**src/rtl/osc_pkg.sv**
```systemverilog
// osc_pkg: shared prescaler state encoding, oscillator constants and divisor helper.
package osc_pkg;

   typedef enum logic [1:0] {IDLE, RUN, PEND} presc_state_t;

   localparam int unsigned OSC_HZ          = 5500000;
   localparam int unsigned DIV_DEFAULT_HZ2 = OSC_HZ / 2;

   function automatic logic [31:0] eff_period(input logic [31:0] n);
      return (n == '0) ? 32'd1 : n;
   endfunction

endpackage

```
**src/rtl/osc_prescaler.sv**
```systemverilog
// osc_prescaler: divides clk_i into a one-cycle tick_o every P=max(N,1) cycles; divisor reloads land on tick boundaries.
// Define PRESCALER_SQW_EN to add sqw_o, a square wave toggling on every tick.
module osc_prescaler
   import osc_pkg::*;
#(
   parameter int unsigned DIV_W       = 24,
   parameter int unsigned DIV_DEFAULT = DIV_DEFAULT_HZ2
) (
   input  logic             clk_i,
   input  logic             rst_i,
   input  logic             en_i,
   input  logic             div_valid_i,
   input  logic [DIV_W-1:0] div_data_i,
   output logic             div_ready_o,
   output logic             tick_o,
`ifdef PRESCALER_SQW_EN
   output logic             sqw_o,
`endif
   output logic             running_o
);

   presc_state_t     state_q, state_d;
   logic [DIV_W-1:0] period_q, period_d, pending_q, pending_d, cnt_q, cnt_d;
   logic [DIV_W-1:0] cur_m1, new_m1, pend_m1, cnt_dec;
   logic             tick_q, tick_d, accept, wrap;

   assign div_ready_o = state_q != PEND;
   assign running_o   = state_q != IDLE;
   assign tick_o      = tick_q;
   assign accept      = div_valid_i && div_ready_o;
   assign wrap        = cnt_q == '0;
   assign cnt_dec     = cnt_q - DIV_W'(1);
   assign cur_m1      = DIV_W'(eff_period(32'(period_q)) - 32'd1);
   assign new_m1      = DIV_W'(eff_period(32'(div_data_i)) - 32'd1);
   assign pend_m1     = DIV_W'(eff_period(32'(pending_q)) - 32'd1);

   always_comb begin
      state_d   = state_q;
      period_d  = period_q;
      pending_d = pending_q;
      cnt_d     = cnt_q;
      tick_d    = 1'b0;
      if (state_q == PEND) begin
         // Leaving PEND either way commits the pending divisor.
         if (!en_i || wrap) begin
            period_d = pending_q;
            cnt_d    = pend_m1;
            tick_d   = en_i;
            state_d  = en_i ? RUN : IDLE;
         end else
            cnt_d = cnt_dec;
      end else if (state_q == IDLE || !en_i) begin
         period_d = accept ? div_data_i : period_q;
         cnt_d    = accept ? new_m1 : cur_m1;
         state_d  = en_i ? RUN : IDLE;
      end else begin
         tick_d    = wrap;
         cnt_d     = wrap ? cur_m1 : cnt_dec;
         pending_d = accept ? div_data_i : pending_q;
         state_d   = accept ? PEND : RUN;
      end
   end

   always_ff @(posedge clk_i or posedge rst_i) begin
      if (rst_i) begin
         state_q   <= IDLE;
         period_q  <= DIV_W'(DIV_DEFAULT);
         pending_q <= '0;
         cnt_q     <= DIV_W'(eff_period(DIV_DEFAULT) - 32'd1);
         tick_q    <= 1'b0;
      end else begin
         state_q   <= state_d;
         period_q  <= period_d;
         pending_q <= pending_d;
         cnt_q     <= cnt_d;
         tick_q    <= tick_d;
      end
   end

`ifdef PRESCALER_SQW_EN
   logic sqw_q;

   always_ff @(posedge clk_i or posedge rst_i) begin
      if (rst_i)
         sqw_q <= 1'b0;
      else
         sqw_q <= sqw_q ^ tick_d;
   end

   assign sqw_o = sqw_q;
`endif

endmodule

```
**config.mk**
```make
export PLATFORM = sky130hd
export DESIGN_NAME = osc_prescaler
export DESIGN_NICKNAME = d
export VERILOG_FILES = /design/src/rtl/osc_pkg.sv /design/src/rtl/osc_prescaler.sv
export SDC_FILE = /design/constraint.sdc
export NUM_CORES = 1
export LEC_CHECK = 0
export CAP_MARGIN = 10
export CORE_MARGIN = 4
export CORE_UTILIZATION = 40
export CTS_CLUSTER_DIAMETER = 30
export DETAILED_ROUTE_END_ITERATION = 10
export SYNTH_ARGS = -nofsm -noshare
export SYNTH_HDL_FRONTEND = slang
export SYNTH_SLANG_ARGS = --single-unit
export TNS_END_PERCENT = 20
```
**constraint.sdc**
```tcl
create_clock -name clk_i -period 3 [get_ports clk_i]
set_clock_uncertainty 0.2 [all_clocks]
set_input_delay 0.3 -clock clk_i [delete_from_list [all_inputs] [get_ports clk_i]]
set_output_delay 0.3 -clock clk_i [all_outputs]
set_load 0.02 [all_outputs]
```
# After elaboration in Yosys (flattened, before gate mapping)
# Index checks and enable logic that the tools add are counted.
totals:
  regBits: 75
  inputBits: 28
  output_inout_bits: 3
  elab_cells: 48
op_classes:
  bitwise: 2
  eq_ne: 3
  n_mux: 20
  n_reduce_logical: 14
  addsub: 4
op_table:
  columns: ["operator", "n"]
  rows:
  - ["$mux 24", 12]
  - ["$logic_not 24->1", 4]
  - ["$sub 24x1->24 const B", 4]
  - ["$mux 2", 4]
  - ["$reduce_and 3->1", 2]
  - ["$reduce_bool 2->1", 3]
  - ["$mux 1", 4]
  - ["$eq 2x2->1 const B", 1]
  - ["$logic_not 2->1", 1]
  - ["$logic_or 1x1->1", 2]
  - ["$ne 2x1->1 const B", 1]
  - ["$ne 2x2->1 const B", 1]
  - ["$not 1->1", 2]
  - ["$logic_and 1x1->1", 1]
  - ["$logic_not 1->1", 1]

# Longest topological paths before layout
# Gate-level depths: netlist (run 1).
depth:
  ltp_word: 6
  ltp_mapped: 13
  mapped_depth_nobuf: 11

# Worst setup path before layout (run 1)
# OpenSTA, ideal clock, no wires.
synth_path:
  path_kind: "input to register"
  startpoint: "input div_data_i[16]"
  endpoint: "register cnt_q[8]"
  arrival_time_ns: 3.134
  setup_time_ns: 0.083
  path_slack_ns: -0.416
  path_buffers: 2
  path_stages: 13
  t_required_ns: 2.717
  cell_sequence: "clkbuf_1 -> or4_1 -> or4_1 -> clkbuf_1 -> nor2_1 -> a21oi_1 -> ha_1 -> or4b_2 -> or3_1 -> xor2_1 -> a221oi_1 -> nor2_1 -> o21ai_0"
synth_via:
  elab_chain_len: 6
synth_lines:
  columns: ["item", "line", "rtl"]
  rows:
  - ["from (decl)", "osc_prescaler.sv:13", "input logic [DIV_W-1:0] div_data_i,"]
  - ["$logic_not 24->1", "osc_pkg.sv:10", "return (n == '0) ? 32'd1 : n;"]
  - ["$mux 24", "osc_pkg.sv:10", null]
  - ["$sub 24x1->24", "osc_prescaler.sv:34", "assign new_m1 = DIV_W'(eff_period(32'(div_data_i)) - 32'd1);"]
  - ["$mux 24", "osc_prescaler.sv:54", "cnt_d = accept ? new_m1 : cur_m1;"]
  - ["$mux 24", "osc_prescaler.sv:52", "end else if (state_q == IDLE || !en_i) begin"]
  - ["$mux 24", "osc_prescaler.sv:43", "if (state_q == PEND) begin"]
  - ["net cnt_d[8]", "osc_prescaler.sv:23", "logic [DIV_W-1:0] period_q, period_d, pending_q, pending_d, cnt_q, cnt_d;"]
  - ["to (signal assigned)", "osc_prescaler.sv:69", "cnt_q <= DIV_W'(eff_period(DIV_DEFAULT) - 32'd1);"]
  - ["to (signal assigned)", "osc_prescaler.sv:75", "cnt_q <= cnt_d;"]
  - ["to (decl)", "osc_prescaler.sv:23", null]
# The timed path passes the listed nets, and every way through them passes these cells.
# A chain may end at the register's enable or synchronous reset.

# Final worst setup path (run 1)
layout_path:
  startpoint: "register period_q[17]"
  endpoint: "register cnt_q[20]"
layout_via:
  elab_chain_len: 6
  elab_cells_between_ends: 7
  cone_classes: "1 x add/sub; 5 x mux; 1 x reduce/logical"
layout_lines:
  columns: ["item", "line", "rtl"]
  rows:
  - ["from (decl)", "osc_prescaler.sv:23", null]
  - ["from (signal assigned)", "osc_prescaler.sv:67", "period_q <= DIV_W'(DIV_DEFAULT);"]
  - ["from (signal assigned)", "osc_prescaler.sv:73", "period_q <= period_d;"]
  - ["$logic_not 24->1", "osc_pkg.sv:10", null]
  - ["$mux 24 (*)", "osc_pkg.sv:10", null]
  - ["$sub 24x1->24 (*)", "osc_prescaler.sv:33", "assign cur_m1 = DIV_W'(eff_period(32'(period_q)) - 32'd1);"]
  - ["$mux 24, on equally long branches", "osc_prescaler.sv:58, osc_prescaler.sv:54", null]
  - ["$mux 24 (*)", "osc_prescaler.sv:52", null]
  - ["$mux 24 (*)", "osc_prescaler.sv:43", null]
  - ["net cnt_d[20]", "osc_prescaler.sv:23", null]
# Mark *: on every way through the listed nets, which the timed path passes. The rest lies on a longest branch.

==> results of run 1 <==
## cell usage in the layout (no fill, tap or decap), drive strengths merged, types with 4 or more instances in the layout
cell type	Yosys	routed
a221oi	5	5
nor2	43	43
or4	16	16
dfrtp	50	50
nand3	18	18
o211ai	6	6
inv	12	12
dfstp	25	25
xor2	38	38
buf	7	138
o21ai	41	41
mux2i	22	22
clkdlybuf4s50	0	30
mux2	23	23
clkbuf	29	12
ha	5	5
a22oi	6	6
a211o	5	5
a21oi	19	19
nor3	29	29
o221ai	8	8
o31ai	6	6
xnor2	30	30
o22ai	11	11
nand2	58	58
nor4	28	28
or2	5	5
nand4	4	4
or3	18	18
a31oi	4	4
## path summary, 6_finish.rpt
path                                 endpoint          start  depth (start not counted)  slack, ps
worst min-delay path             pending_q[6]          rst_i                          2        160
max in group asynchronous           cnt_q[13]          rst_i                          3       1780
min in group clk_i              pending_q[12]  pending_q[12]                          1        390
worst max-delay path                cnt_q[20]   period_q[17]                         11       -190
worst max register to register      cnt_q[20]   period_q[17]                         11       -190
worst min register to register  pending_q[12]  pending_q[12]                          1        390
## area by class of cell
class                           count  area, sq um
Sequential cell                    75         1908
Multi-Input combinational cell    494         3506
Fill cell                        1228         5988
Clock buffer                       12        236.5
Timing Repair Buffer              168         1374
Tap cell                          176        220.2
Clock inverter                      3        17.52
Inverter                           12        45.04
## through the flow
stage / hold WS (ps) / setup WS (ps) / power (mW) / area [sq um]
global route: 249.1 / -321.6 / 4.084 / 7307
floorplan: 250.6 / -123.5 / 2.201 / 5503
global placement: 353.9 / -462.2 / 2.781 / 6923
detailed placement: 376.2 / -579.8 / 2.821 / 6923
CTS: 187.5 / -155.4 / 3.846 / 7247
finish: 161.6 / -188.8 / 3.883 / 7307
## power by group through the flow
stage | clock network, mW | registers, mW | logic (mW)
after detailed placement | 0 | 1.47 | 1.36
after global routing | 1.05 | 1.49 | 1.54
final | 0.993 | 1.46 | 1.43
after floorplan | 0 | 1.48 | 0.720
after CTS | 1.01 | 1.45 | 1.39
after global placement | 0 | 1.45 | 1.33
## layer usage
metal | wire length (microns) | GRT usage
met5 | 0 | 0
met4 | 692 | 0.1115
met3 | 1550 | 0.04503
met2 | 8795 | 0.3893
met1 | 8681 | 0.3574
## flip-flops by register name (all words and copies together), names as in the netlist
| signal | flops |
|---|---|
| cnt_q | 24 |
| pending_q | 24 |
| period_q | 24 |
| state_q | 2 |
| tick_o | 1 |
## kinds of logic after synthesis
logic type	after synthesis	share of synthesized area
buffers and inverters	48	0.03630
flip-flops	75	0.3503
AO/OA/AOI/OAI	134	0.1716
adder cells (fa/ha/maj)	5	0.01149
AND/OR/NAND/NOR	242	0.2329
multiplexers	45	0.08799
XOR/XNOR	68	0.1093
## timing repair
action | in CTS | in global routing
setup buffers | 1 | 3
pin swaps | 13 | 5
endpoints found under the setup margin | 13 | 27
resized for setup | 15 | 8
## worst max-delay path, cell delays in order (launching register included)
cell	delay [ps]
dfrtp_1	400
or4_4	520
nand4b_1	330
nor4_4	330
nor2_4	70
ha_4	170
or3b_4	230
or3_4	190
nor3_4	60
xnor2_2	160
o22ai_1	90
a211o_1	310
==> flow_metrics.py, run 1 <==
metrics = {
    "run_status": {
        "status": "finished, violations left",
        "violations": "setup timing",
    },
    "hold_path": {
        "holdCritPathClass": "input pin to async pin",
    },
    "critical_path": {
        "cp_data_arrival_time_ps": 3230,
        "critPathMaxFanout": 6,
        "crit_path_end_kind": "flop",
        "critPathKind": "flop to flop",
        "required_ps": 3040,
        "crit_path_start_kind": "flop",
    },
    "timing": {
        "grt_setup_unrepaired": "true",
        "min_period_ps": 3189,
        "finalMaxSlewViolations": 0,
        "tightest_slew_ps": 692.1,
        "finalHoldViolations": 0,
        "setup_viol_count_final": 10,
        "max_freq_mhz": 313.6,
        "timing.final.ws_setup_ps": -188.8,
        "maxSlewHeadroom": 0.5343,
        "tns_ps": -1194,
        "fin_crit_sh": 1.063,
    },
    "global_routing": {
        "antenna_found_initial": 0,
        "grt_pass1_wl_microns": 31420,
        "grt_start_max_net_pins": 29,
        "grt_use_total": 0.2563,
        "gr-total-overflow": 0,
        "grt_pass1_vias": 5609,
    },
    "synthesis": {
        "synth_area_leaders": "dfrtp_1 23%, dfstp_2 12%, xor2_1 6.1%",
        "syn_nets": 650,
        "synth_top_area_frac": 0.2297,
        "yosys_warnings": 0,
        "synth-edff-count": 0,
        "synth.most_common_cell": "nand2_1",
        "yosys.area.top_type": "dfrtp_1",
        "synth-async-reset-ratio": 1.000,
        "synth-main-ff-cell": "dfrtp_1",
        "ys_seq_area_frac": 0.3503,
        "syn_inst": 617,
        "synth-seq-cells": 75,
        "synth_common_cells": "58 x nand2_1, 50 x dfrtp_1, 43 x nor2_1",
        "mappedNetlistArea_sq_mm": 0.005446,
        "synth_cell_types": 65,
        "synth.avg_cell_area_sq_um": 8.827,
    },
    "place": {
        "portBuffers": 30,
        "dp_hpwl_microns": 14920,
        "dp.cells": 922,
        "gp_congestion": 0.9834,
    },
    "finish": {
        "fin_nets": 793,
        "area_growth_pct": 34.16,
        "drive_above_1_share": 0.3115,
        "fin_cells": 940,
        "diodes": 0,
        "utilization": 0.5496,
    },
    "clocking": {
        "clockBufferDepth": 2,
        "ctsHtreeMaxLevel": 3,
        "cts_hold_buf": 0,
        "cts.reportedPaths.clkPinSlew_ps": 60,
        "clk_latency_ps": 350,
        "clockRootBuffer": "clkbuf_16",
        "cts_tree": "done",
        "clock_sinks": 75,
        "cts_made_buffers": 9,
    },
    "floorplan": {
        "initial_core_util": 0.4097,
        "dieArea_sq_mm": 0.01555,
        "io_pins": 31,
        "core_area_sq_mm": 0.01330,
        "rows": 42,
        "die_y_microns": 124.7,
        "die_x_microns": 124.7,
    },
    "detailed_routing": {
        "viasPerCell": 6.031,
        "drt-initial-drc-count": 643,
        "via_count": 5669,
        "wirelength_microns": 19720,
        "drc_errors": 0,
        "drt_pass1_iterations": 5,
        "wire_per_inst_microns": 20.98,
        "antenna_left": 0,
    },
    "power_and_ir_drop": {
        "internal_power_mw": 2.508,
        "p_clk_frac": 0.256,
        "power_density_mw_per_mm2": 531.4,
        "p_leak_nw": 3.058,
        "p_sw_frac": 0.3542,
        "ir_drop_mv": 0.3396,
        "netSwitchingPower_mw": 1.375,
        "combinationalPowerShare": 0.368,
        "pwr-share-seq": 0.376,
    },
    "run": {
        "drv_cap": 0,
    },
}
Note: power is estimated with default switching activity, not from simulation.
==> inputs of run 2 (changes only) <==
==> constraint.sdc (replaced) <==
create_clock -name clk_i -period 3 [get_ports clk_i]
set_clock_uncertainty 0.2 [all_clocks]
set_input_delay 0.75 -clock clk_i [delete_from_list [all_inputs] [get_ports clk_i]]
set_output_delay 0.75 -clock clk_i [all_outputs]
set_load 0.02 [all_outputs]
==> flow_metrics.py, run 2 (synthesis gave the netlist of run 1 again) <==
metrics = {
    "clocking": {
        "cts_tree": "done",
        "cts_hold_buf": 0,
        "cts_made_buffers": 9,
        "cts.reportedPaths.clkPinSlew_ps": 60,
        "clk_latency_ps": 350,
        "ctsHtreeMaxLevel": 3,
        "clock_sinks": 75,
        "clockRootBuffer": "clkbuf_16",
        "clockBufferDepth": 2,
    },
    "detailed_routing": {
        "wire_per_inst_microns": 20.72,
        "viasPerCell": 5.882,
        "antenna_left": 0,
        "drt-initial-drc-count": 590,
        "drt_pass1_iterations": 5,
        "via_count": 5582,
        "wirelength_microns": 19670,
        "drc_errors": 0,
    },
    "global_routing": {
        "grt_pass1_vias": 5451,
        "grt_start_max_net_pins": 76,
        "gr-total-overflow": 0,
        "grt_use_total": 0.2535,
        "grt_pass1_wl_microns": 31210,
        "antenna_found_initial": 0,
    },
    "power_and_ir_drop": {
        "ir_drop_mv": 0.3273,
        "p_total_mw": 4.108,
        "p_leak_nw": 3.170,
        "power_density_mw_per_mm2": 546.2,
    },
    "place": {
        "gp_congestion": 0.9292,
        "portBuffers": 30,
        "dp_hpwl_microns": 14560,
        "dpl_cell_area_sq_mm": 0.006945,
    },
    "critical_path": {
        "path_cells": "or4_4 > nand4b_1 > nor4_2 > buf_4 > nor2_4 > ha_4 > or3b_4 > or3_4 > buf_6 > nor3_4 > xnor2_2 > o22ai_1 > a211o_1",
        "critical-path-slowest-cell": "dfstp_2",
        "crit_path_max_incr_delay_ps": 530,
        "ff2ff_setup_slack_ps": -410,
        "required_ps": 3030,
        "r2r-end": "cnt_q[22]",
        "rr_worst_depth": 13,
        "critPathMaxFanout": 4,
        "critPathKind": "flop to flop",
        "cp_data_arrival_time_ps": 3440,
        "crit_path_end_kind": "flop",
        "crit_path_start_kind": "flop",
        "reg2reg_from": "period_q[16]",
    },
    "finish": {
        "final_common_cell": "buf_4",
        "drive_above_1_share": 0.3402,
        "fillCellCount": 1177,
        "fin_area_sq_mm": 0.007520,
        "multi_input_area_sq_mm": 0.003583,
        "layout_common_cells": "137 x buf_4, 58 x nand2_1, 50 x dfrtp_1",
        "fin_nets": 801,
        "top_regs": "cnt_q x24, pending_q x24, period_q x24",
        "final-seq-area_sq_mm": 0.001908,
        "diodes": 0,
        "area_growth_pct": 38.07,
    },
    "hold_path": {
        "worstHoldStart": "pending_q[15]",
        "whs_endpoint": "pending_q[15]",
        "holdCritPathClass": "flop to flop",
        "hold_depth": 2,
    },
    "floorplan": {
        "initial_core_util": 0.4097,
        "die_x_microns": 124.7,
        "rows": 42,
        "die_y_microns": 124.7,
        "core_area_sq_mm": 0.01330,
        "io_pins": 31,
        "dieArea_sq_mm": 0.01555,
    },
    "timing": {
        "setup_viol_count_final": 11,
        "timing.final.ws_setup_ps": -413.9,
        "tightest_slew_ps": 555.6,
        "maxSlewHeadroom": 0.6262,
        "min_period_ps": 3414,
        "max_freq_mhz": 292.9,
        "grt_setup_unrepaired": "true",
        "finalMaxSlewViolations": 0,
        "fin_crit_sh": 1.138,
        "finalHoldViolations": 0,
        "hold_ws_ps": 379.0,
    },
    "run_status": {
        "status": "finished, violations left",
        "violations": "setup timing",
    },
    "run": {
        "drv_cap": 0,
    },
}
## run 2: cell count changes in the layout (fill, tap and decap cells not counted), moves of 4 or more
cell and delta:
dlygate4sd2_1 +14, nor4_1 -4, nor4_2 +5, clkdlybuf4s50_1 -17, buf_6 +5
## run 2: worst max-delay path by stage
stage	from	endpoint	slack, ps	cells after the start
after CTS	period_q[19]	cnt_q[16]	-400	13
after floorplan	div_data_i[16]	cnt_q[20]	-480	13
after global routing	period_q[16]	cnt_q[22]	-500	13
final	period_q[16]	cnt_q[22]	-410	13
after global placement	div_data_i[19]	cnt_q[8]	-870	13
after detailed placement	div_data_i[19]	cnt_q[18]	-950	12
## run 2: final cells by class
class	instances	area share
Inverter	12	0.005990
Clock inverter	5	0.01032
Timing Repair Buffer	176	0.1918
Clock buffer	11	0.03228
Sequential cell	75	0.2537
Multi-Input combinational cell	494	0.4765
Tap cell	176	0.02928
## run 2: critical path: cells and delay by family, from the launching register on
kind | cells | cell delay (ps)
buf+inv | 2 | 310
simple gates | 7 | 1570
flops | 1 | 530
xor+xnor | 1 | 150
compound gates | 2 | 390
fa+ha+maj | 1 | 140
## run 2: power breakdown
part	total (mW)	switching [mW]	internal, mW
Combinational	1.44	0.758	0.680
Sequential	1.46	0.182	1.27
Clock	1.21	0.463	0.749
Total	4.11	1.40	2.70
## run 2: what timing repair did
item | CTS | global route
setup endpoints to repair | 22 | 19
pin swaps | 28 | 16
gates resized for setup | 59 | 9
setup buffers | 5 | 2
## run 2: metrics by stage
step | TNS, ps | std cells | util | setup slack (ps)
finish | -2940 | 949 | 0.5656 | -413.9
global route | -4329 | 949 | 0.5656 | -498.9
CTS | -3229 | 947 | 0.5601 | -399.5
detailed placement | -15340 | 926 | 0.5224 | -946.0
global placement | -13950 | 926 | 0.5224 | -867.2
floorplan | -3592 | 617 | - | -476.1
## run 2: metal layers
metal / vias to the layer above / global-route usage / part of all wire
met5: - / 0 / 0
met4: 0 / 0.06576 / 0.016
met3: 25 / 0.05317 / 0.072
met2: 216 / 0.3858 / 0.44
met1: 2736 / 0.3658 / 0.47
li1: 2605 / - / -
==> inputs of run 3 (changes only) <==
--- a/config.mk
+++ b/config.mk
@@ -10,6 +10,7 @@
 export CORE_UTILIZATION = 40
 export CTS_CLUSTER_DIAMETER = 30
 export DETAILED_ROUTE_END_ITERATION = 10
+export GPL_ROUTABILITY_DRIVEN = 0
 export SYNTH_ARGS = -nofsm -noshare
 export SYNTH_HDL_FRONTEND = slang
 export SYNTH_SLANG_ARGS = --single-unit
==> flow_metrics.py, run 3 (synthesis gave the netlist of run 1 again) <==
metrics = {
    "detailed_routing": {
        "drt-initial-drc-count": 517,
        "via_count": 5610,
        "drt_pass1_iterations": 7,
        "drc_errors": 0,
        "met1_length_microns": 8327,
        "antenna_left": 0,
        "viasPerCell": 5.887,
        "dr_wl_met2_microns": 8810,
        "maxUsedRoutingLayer": "met4",
        "dr_wl_met3_microns": 1477,
        "wire_per_inst_microns": 20.11,
        "wirelength_microns": 19170,
    },
    "floorplan": {
        "dieArea_sq_mm": 0.01555,
        "io_pins": 31,
        "rows": 42,
        "die_x_microns": 124.7,
        "die_y_microns": 124.7,
        "core_area_sq_mm": 0.01330,
        "initial_core_util": 0.4097,
    },
    "critical_path": {
        "critPathMaxFanout": 4,
        "path_cells": "or4_4 > nand4b_1 > buf_6 > nor4_4 > nor2_4 > ha_4 > or3b_4 > or3_4 > buf_6 > nor2_4 > xor2_2 > a222oi_1 > o21ai_1",
        "crit_path_start_kind": "flop",
        "cp-startpoint": "period_q[16]",
        "crit_path_max_incr_delay_ps": 520,
        "cp_data_arrival_time_ps": 3380,
        "critPathKind": "flop to flop",
        "critical-path-slowest-cell": "or4_4",
        "rr_worst_depth": 13,
        "reg2reg_from": "period_q[16]",
        "required_ps": 3070,
        "crit_path_end_kind": "flop",
    },
    "timing": {
        "maxSlewHeadroom": 0.6248,
        "grt_setup_unrepaired": "true",
        "max_freq_mhz": 301.6,
        "setup_viol_count_final": 10,
        "tightest_slew_ps": 561.2,
        "timing.final.ws_setup_ps": -315.9,
        "min_period_ps": 3316,
        "finalHoldViolations": 0,
        "finalMaxSlewViolations": 0,
        "fin_crit_sh": 1.105,
    },
    "run": {
        "drv_cap": 0,
    },
    "finish": {
        "diodes": 0,
        "drive_above_1_share": 0.3449,
        "top_regs": "cnt_q x24, pending_q x24, period_q x24",
        "area_growth_pct": 38.41,
        "layout_common_cells": "145 x buf_4, 58 x nand2_1, 50 x dfrtp_1",
        "fin_nets": 805,
        "final_common_cell": "buf_4",
    },
    "global_routing": {
        "grt_pass1_wl_microns": 31150,
        "grt_pass1_vias": 5717,
        "grt_use_total": 0.2496,
        "antenna_found_initial": 0,
        "grt_start_max_net_pins": 76,
        "gr-total-overflow": 0,
    },
    "power_and_ir_drop": {
        "combinationalPowerShare": 0.357,
        "p_leak_nw": 3.234,
        "p_clk_frac": 0.279,
        "internal_power_mw": 2.640,
        "netSwitchingPower_mw": 1.355,
        "power_density_mw_per_mm2": 530.0,
        "pwr-share-seq": 0.364,
        "ir_drop_mv": 0.4362,
        "p_sw_frac": 0.3391,
        "p_total_mw": 3.995,
    },
    "hold_path": {
        "hold_depth": 2,
        "worstHoldStart": "pending_q[1]",
        "holdCritPathClass": "flop to flop",
    },
    "place": {
        "place_ws_ps": -939.3,
        "dp_hpwl_microns": 14190,
        "portBuffers": 30,
    },
    "run_status": {
        "violations": "setup timing",
        "status": "finished, violations left",
    },
    "clocking": {
        "cts_tree": "done",
        "clockBufferDepth": 2,
        "cts_hold_buf": 0,
        "clockRootBuffer": "clkbuf_16",
        "cts_made_buffers": 9,
        "clk_latency_ps": 360,
        "cts.reportedPaths.clkPinSlew_ps": 50,
        "ctsHtreeMaxLevel": 3,
        "clock_sinks": 75,
    },
}
-- run 3: cell type report --
class,count,area (sq um)
clock inverters,2,35.03
fillers,1180,5757
well taps,176,220.2
inverters,12,45.04
clock buffers,14,264.0
flip-flops and latches,75,1908
multi-input cells,494,3605
repair buffers,180,1461
-- run 3: path summary, 6_finish.rpt --
path / to / slack, ps
worst min register to register: pending_q[1] / 360
max in group asynchronous: cnt_q[16] / 1610
min in group asynchronous: period_q[3] / 570
worst min-delay path: pending_q[1] / 360
worst max register to register: cnt_q[16] / -320
worst max-delay path: cnt_q[16] / -320
-- run 3: metrics by stage --
stage	hold slack, ps	cell area (sq um)	util	setup TNS [ps]	cells
2_1_floorplan	269.4	5485	-	-3592	617
3_3_place_gp	336.6	6923	0.5207	-14240	928
3_5_place_dp	348.6	6923	0.5207	-15100	928
4_1_cts	362.5	7466	0.5615	-2422	952
5_1_grt	405.2	7538	0.5670	-3494	953
6_report	363.8	7538	0.5670	-2139	953
-- run 3: repair_timing --
action / CTS / global route
pin swaps: 34 / 20
setup buffers: 9 / 1
setup endpoints to repair: 22 / 19
hold endpoints to repair: 0 / 0
gates cloned: 0 / 0
resized for setup: 69 / 20
-- run 3: metal layers --
| metal | GRT usage | vias to the layer above |
|---|---|---|
| met3 | 0.05103 | 44 |
| met4 | 0.1051 | 0 |
| met2 | 0.3874 | 223 |
| li1 | - | 2627 |
| met1 | 0.3379 | 2716 |
| met5 | 0 | - |
-- run 3: critical path, delay by kind of cell (launching register included) --
kind / cells / cell delay [ps]
adder cells (fa/ha/maj): 1 / 170
buffers and inverters: 2 / 290
AND/OR/NAND/NOR: 7 / 1610
AO/OA/AOI/OAI: 2 / 440
XOR/XNOR: 1 / 160
flip-flops: 1 / 360
-- run 3: power groups by stage --
stage / registers, mW / clock network [mW] / logic (mW)
3_5_place_dp: 1.46 / 0 / 1.34
2_1_floorplan: 1.48 / 0 / 0.714
5_1_grt: 1.49 / 1.18 / 1.55
6_report: 1.46 / 1.11 / 1.43
4_1_cts: 1.45 / 1.13 / 1.40
3_3_place_gp: 1.45 / 0 / 1.32
